[src/rtl/buff_uart_pkg.sv]
// Shared types and elaboration-time helpers for the buffered UART host.
package buff_uart_pkg;

   typedef enum logic [2:0] {IDLE, WRITE, READ, WAIT, RESP} state_t;

   // Clock cycles needed to shift one full frame out at the line rate.
   function automatic int unsigned cycles_per_frame(input int unsigned clock_freq,
                                                    input int unsigned baud_rate,
                                                    input int unsigned frame_bits);
      return (clock_freq / baud_rate) * frame_bits;
   endfunction

   // Width that holds every credit value from 0 up to and including depth.
   function automatic int unsigned credit_width(input int unsigned depth);
      return $clog2(depth + 1);
   endfunction

endpackage

[src/rtl/buff_uart_credit_counter.sv]
// Tracks free TX-FIFO slots: one credit per accepted byte, one credit back per frame time.
module buff_uart_credit_counter
   import buff_uart_pkg::*;
#(
   parameter int unsigned fifo_length  = 16,
   parameter int unsigned frame_cycles = 480
) (
   input  logic clock,
   input  logic reset,
   input  logic consume,
   output logic has_credit
);

   localparam int unsigned cnt_width = credit_width(fifo_length);
   localparam int unsigned tmr_width = $clog2(frame_cycles + 1);
   localparam logic [cnt_width-1:0] credits_full = cnt_width'(fifo_length);
   localparam logic [tmr_width-1:0] timer_last   = tmr_width'(frame_cycles - 1);

   logic [cnt_width-1:0] credits_q, credits_d;
   logic [tmr_width-1:0] timer_q, timer_d;
   logic                 below_full, refill, take;

   assign has_credit = (credits_q != '0);

   // Next credit count and refill timer; simultaneous take and refill cancel out.
   always_comb begin
      below_full = (credits_q != credits_full);
      refill     = below_full && (timer_q == timer_last);
      take       = consume && has_credit;
      credits_d  = credits_q;
      if (refill && !take) begin
         credits_d = credits_q + cnt_width'(1);
      end else if (take && !refill) begin
         credits_d = credits_q - cnt_width'(1);
      end
      // The timer only runs while the modelled FIFO holds something.
      timer_d = (below_full && !refill) ? timer_q + tmr_width'(1) : '0;
   end

   // Credit and timer state.
   always_ff @(posedge clock) begin
      if (reset) begin
         credits_q <= credits_full;
         timer_q   <= '0;
      end else begin
         credits_q <= credits_d;
         timer_q   <= timer_d;
      end
   end

endmodule

[src/rtl/buff_uart_host.sv]
// Bus-side initiator for the buffered UART register port: paced TX writes, RX reads.
module buff_uart_host
   import buff_uart_pkg::*;
#(
   parameter int unsigned width         = 8,
   parameter int unsigned address_width = 4,
   parameter int unsigned rx_address    = 0,
   parameter int unsigned tx_address    = 0,
   parameter int unsigned fifo_length   = 16,
   parameter int unsigned baud_rate     = 9600,
   parameter int unsigned clock_freq    = 460800,
   parameter int unsigned frame_bits    = 10,
   parameter int unsigned read_latency  = 1
) (
   input  logic                     clock,
   input  logic                     reset,
   input  logic                     tx_valid,
   output logic                     tx_ready,
   input  logic [width-1:0]         tx_data,
   input  logic                     rd_req_valid,
   output logic                     rd_req_ready,
   output logic                     rd_resp_valid,
   input  logic                     rd_resp_ready,
   output logic [width-1:0]         rd_resp_data,
   output logic                     read_enable,
   output logic                     write_enable,
   output logic [address_width-1:0] active_address,
   output logic [width-1:0]         data_in,
   input  logic [width-1:0]         data_out
);

   localparam int unsigned frame_cycles = cycles_per_frame(clock_freq, baud_rate, frame_bits);
   localparam logic [address_width-1:0] tx_addr = address_width'(tx_address);
   localparam logic [address_width-1:0] rx_addr = address_width'(rx_address);
   localparam logic [1:0] wait_last = 2'(read_latency - 1);

   state_t     state_q;
   logic       rr_read_q;  // 1: a read wins the next contested cycle
   logic [1:0] wait_q;
   logic       has_credit, tx_accept, rd_accept;

   buff_uart_credit_counter #(
      .fifo_length  (fifo_length),
      .frame_cycles (frame_cycles)
   ) u_credit (
      .clock      (clock),
      .reset      (reset),
      .consume    (tx_accept),
      .has_credit (has_credit)
   );

   // Round-robin ready; gated by reset so nothing is accepted in a reset cycle.
   always_comb begin
      tx_ready     = !reset && (state_q == IDLE) && has_credit && !(rd_req_valid && rr_read_q);
      rd_req_ready = !reset && (state_q == IDLE) && !(tx_valid && has_credit && !rr_read_q);
      tx_accept    = tx_valid && tx_ready;
      rd_accept    = rd_req_valid && rd_req_ready;
   end

   // Bus sequencer with registered UART-side and response outputs.
   always_ff @(posedge clock) begin
      if (reset) begin
         state_q        <= IDLE;
         rr_read_q      <= 1'b1;
         wait_q         <= '0;
         read_enable    <= 1'b0;
         write_enable   <= 1'b0;
         active_address <= '0;
         data_in        <= '0;
         rd_resp_valid  <= 1'b0;
         rd_resp_data   <= '0;
      end else begin
         read_enable  <= 1'b0;
         write_enable <= 1'b0;
         unique case (state_q)
            IDLE: begin
               if (tx_accept) begin
                  state_q        <= WRITE;
                  write_enable   <= 1'b1;
                  active_address <= tx_addr;
                  data_in        <= tx_data;
                  rr_read_q      <= !rr_read_q;
               end else if (rd_accept) begin
                  state_q        <= READ;
                  read_enable    <= 1'b1;
                  active_address <= rx_addr;
                  rr_read_q      <= !rr_read_q;
               end
            end
            WRITE: state_q <= IDLE;
            READ: begin
               state_q <= WAIT;
               wait_q  <= '0;
            end
            WAIT: begin
               // Last WAIT cycle is the one where data_out carries the read result.
               if (wait_q == wait_last) begin
                  rd_resp_data  <= data_out;
                  rd_resp_valid <= 1'b1;
                  state_q       <= RESP;
               end else begin
                  wait_q <= wait_q + 2'd1;
               end
            end
            RESP: begin
               if (rd_resp_ready) begin
                  rd_resp_valid <= 1'b0;
                  state_q       <= IDLE;
               end
            end
            default: state_q <= IDLE;
         endcase
      end
   end

endmodule

[config.mk]
export PLATFORM = sky130hd
export DESIGN_NAME = buff_uart_host
export DESIGN_NICKNAME = d
export VERILOG_FILES = /design/src/rtl/buff_uart_pkg.sv /design/src/rtl/buff_uart_credit_counter.sv /design/src/rtl/buff_uart_host.sv
export SDC_FILE = /design/constraint.sdc
export NUM_CORES = 1
export LEC_CHECK = 0
export CAP_MARGIN = 5
export CELL_PAD_IN_SITES_DETAIL_PLACEMENT = 0
export CELL_PAD_IN_SITES_GLOBAL_PLACEMENT = 1
export CORE_ASPECT_RATIO = 0.7
export CORE_MARGIN = 3
export CORE_UTILIZATION = 38
export DETAILED_ROUTE_END_ITERATION = 10
export PLACE_DENSITY_LB_ADDON = 0.12
export SETUP_SLACK_MARGIN = 0.02
export SYNTH_ARGS = -nofsm -noshare
export SYNTH_HDL_FRONTEND = slang
export SYNTH_SLANG_ARGS = --single-unit
export TNS_END_PERCENT = 5
[constraint.sdc]
create_clock -name clock -period 7.7 [get_ports clock]
set_clock_uncertainty 0.15 [all_clocks]
set_input_delay 1.54 -clock clock [delete_from_list [all_inputs] [get_ports clock]]
set_output_delay 1.54 -clock clock [all_outputs]
set_load 0.02 [all_outputs]
* Word level (Yosys, flattened, before mapping)
Cells that the tools add are included.
Storage, ports and cells: input bits 21, register bits after elaboration 43, output and inout bits 25, word-level logic and storage cells 80
Operators by class: reductions and logical operators 36, bitwise logic cells 2, equal/unequal tests 9, multiplexer cells 18, add/sub/neg operators 4
Operators with widths (number):
- $logic_and A1 B1 Y1 | 14
- $mux W3 | 4
- $pmux W3 S4 | 1
- $mux W5 | 2
- $add A9 B1 Y9 const B | 1
- $eq A9 B9 Y1 const B | 1
- $mux W4 | 2
- $reduce_and A2 Y1 | 4
- $reduce_bool A2 Y1 | 4
- $eq A3 B2 Y1 const B | 2
- $logic_not A1 Y1 | 6
- $mux W1 | 6
- $ne A2 B2 Y1 const B | 3
- $reduce_and A3 Y1 | 2
- $add A5 B1 Y5 const B | 1
- $ne A5 B5 Y1 const B | 1
- $reduce_bool A5 Y1 | 1
- $sub A5 B1 Y5 const B | 1
- $pmux W2 S2 | 1
- $reduce_or A2 Y1 | 2
- $eq A3 B3 Y1 const B | 1
- $logic_not A3 Y1 | 1
- $ne A3 B2 Y1 const B | 1
- $reduce_or A3 Y1 | 1
- other kinds (5) | 6

* Longest topological paths before layout
depth in word-level cells 9, mapped depth 11, depth with buffers taken out 11

* Cells and area by module
Synthesis repeated with hierarchy kept, for this count alone.
Unflattened totals: cell total of the unflattened synthesis 197, area, all modules 1820.5 µm²
Modules (own cells, without submodules):
- buff_uart_host | seq. area each 500.5 µm², cells each 114, times used 1, area an instance 1083.5 µm²
- buff_uart_credit_counter | seq. area each 280.3 µm², cells each 83, times used 1, area an instance 737.0 µm²

* Worst setup path before layout
Ideal clock, no wire load.
path kind input port to output port, from in reset, to out tx_ready, arrival 2.078 ns, buffers on the path 0, stages 2, data required time 6.010 ns, slack 3.932 ns, cells stage by stage nor4_4 > o211a_1
Between the ends: longest elaborated chain between the ends 4
RTL lines:
- start, declared | line buff_uart_host.sv:16 | input logic reset,
- $logic_not A1 Y1 | line buff_uart_host.sv:54 | tx_ready = !reset && (state_q == IDLE) && has_credit && !(rd_req_valid && rr_read_q);
- $logic_and A1 B1 Y1 (3 in a row) | line buff_uart_host.sv:54
- end, declared | line buff_uart_host.sv:18 | output logic tx_ready,
Every way passes these cells.

* Worst setup path after layout
Same ends and word-level chain as after synthesis.

==> results.toml <==
[critical_path]
reg2reg_slack_ns = 4.58
path_class = "input pin to output pin"
r2r_end = "u_credit.credits_q[4]$_SDFFE_PP1P_"
r2r_start = "u_credit.credits_q[0]$_SDFFE_PP0P_"
crit_fanout = 34
ff2ff_path_depth = 9
end_kind = "output pin"
cp-start-kind = "input pin"
critical_path_required_ns = 6.01
cp.arrival_ns = 3.33

[grt]
grt_max_degree = 35
grtUsageTotal_pct = 15.09
grt_pass1_vias = 1462
grt_pass1_wl_um = 6624
grt_overflow = 0
grt_antenna_before_repair = 0

[final_layout]
final_cell_mix = "41 x clkdlybuf4s50_1, 39 x dfxtp_1, 30 x nand2_1"
synthToLayoutAreaGrowth_pct = 29.92
nFillCells = 409
final_common_cell = "clkdlybuf4s50_1"
drive_gt1_share_pct = 5.328
layoutNonFillerInstCount = 299
nets = 271
final_core_util_pct = 52.37
diodes = 0

[yosys]
synthArstFlopShare_pct = 0
ys_warn_count = 0
synth_area_leader_cell = "dfxtp_1"
synth-main-ff-cell = "dfxtp_1"
ys_ff_latch = 39
synthTopCellsByArea = "dfxtp_1 44%, nand2_1 6.3%, mux2i_1 6.2%"
syn_inst = 202
synth_edf_count = 0
ys_seq_area_share_pct = 43.73
synth_cell_type_count = 43
synth_area_mm2 = 0.001785
yosys.area.top_type_share_pct = 43.73
syn_area_per_cell_um2 = 8.839

[pwr]
power_mw = 0.4581
p_per_area_mw_per_mm2 = 197.5
ir_drop_mv = 0.07704
p_leak_nw = 0.9015

[routing]
drc = 0
drt_iter0_drc = 55
dr.pass1.iters = 4
drtAntennaViolNets = 0
routed_via_density = 5.043
vias = 1508
wl_per_cell_um = 13.08
drt_wl_total_um = 3912

[clock_tree]
post_cts_buffers = 0
cts_made_buffers = 5
clock_latency_ns = 0.29
clock_path_buffers = 2
h-tree-depth = 2
cts_resized = 0
numClockSinks = 39
cts_tree = "done"
ctsHoldBuffers = 0
cts_root_buffer = "clkbuf_8"
clkTransAtPathRegs_ns = 0.07

[floorplan]
die_area_mm2 = 0.005570
rows = 20
core_mm2 = 0.004429
start_util_pct = 40.31
fp.dieH_um = 63.35
pin_count = 46
fp.dieW_um = 87.93

[sta]
finalSetupTns_ns = 0
period_needed_ns = 5.016
tightest_slew_ns = 0.5520
rsz0062_at_grt = "no"
slew-limit-headroom_pct = 63.19
slew_violations = 0
fin_crit_sh_pct = 65.14
fmax_ghz = 0.1994
layout_setup_ws_ns = 2.684
hold_violations = 0
setup-violations-final = 0

[worst_hold_path]
min_from = "rd_resp_data[1]$_SDFFE_PP0P_"
hold_end = "rd_resp_data[1]$_SDFFE_PP0P_"
holdPathStages = 2
hp-class = "register to register"

[placed_design]
io_buffers = 41
pre_cts_ws_ns = 2.689
hpwl_um = 2903
gp_congestion = 0.7243
dpl.cell_count = 291

[flow_run]
cap_violations = 0

[outcome]
outcome = "finished clean"
[logic make-up after synthesis]
logic type               synth area share, %
AO/OA/AOI/OAI                          13.03
XOR/XNOR                               3.434
adder cells (fa/ha/maj)                5.326
buffers and inverters                  4.625
flip-flops                             43.73
multiplexers                           6.167
other                                 0.2100
AND/OR/NAND/NOR                        23.48
[flip-flops by register name (all words and copies together) (netlist names)]
register            flops
u_credit.timer_q        9
data_in                 8
rd_resp_data            8
u_credit.credits_q      5
state_q                 3
wait_q                  2
rd_resp_valid           1
read_enable             1
rr_read_q               1
write_enable            1
[critical path, stage by stage]
cell	delay, ns
clkdlybuf4s50_1	0.40
buf_4	0.24
nor4_4	0.30
o211a_1	0.21
clkdlybuf4s50_1	0.62
[synthesized netlist by cell type (6+ instances only)]
master,count
ha_1,6
a21oi_1,17
dfxtp_1,39
clkbuf_1,6
nand2_1,30
nor3_1,6
nand3_1,7
nor2_1,26
mux2i_1,11
[how the worst max path moves through the flow]
stage                     startpoint        to  cells past startpoint
after floorplan                reset  tx_ready                      2
after global placement         reset  tx_ready                      5
after detailed placement       reset  tx_ready                      5
after CTS                      reset  tx_ready                      5
after global routing           reset  tx_ready                      5
final                          reset  tx_ready                      5
[metrics by stage]
stage | instance area, um2 | hold slack, ns
after floorplan | 1797 | 0.2797
after global placement | 2220 | 0.2891
after detailed placement | 2220 | 0.3027
after CTS | 2320 | 0.3101
after global routing | 2320 | 0.3421
final | 2320 | 0.3069
[report_power, final]
part / internal [mW] / leakage, nW / switching [mW]
sequential: 0.212 / 0.316 / 0.0122
clock: 0.0817 / 0.0515 / 0.0685
combinational: 0.0412 / 0.534 / 0.0426
total: 0.335 / 0.901 / 0.123
[per-layer routing]
layer / global-route usage [%] / part of all wire (%)
met1: 19.17 / 48
met2: 24.15 / 46
met3: 4.183 / 3.9
met4: 5.747 / 1.6
met5: 0 / 0
[layout make-up]
cell class	instances	area (um2)	area share, %
flip-flops and latches	39	780.7	33.66
multi-input cells	150	933.4	40.24
clock buffers	8	100.1	4.315
repair buffers	42	417.9	18.02
inverters	5	18.77	0.8091
well taps	55	68.82	2.967
No activity file was read; power rests on OpenSTA's default activity.
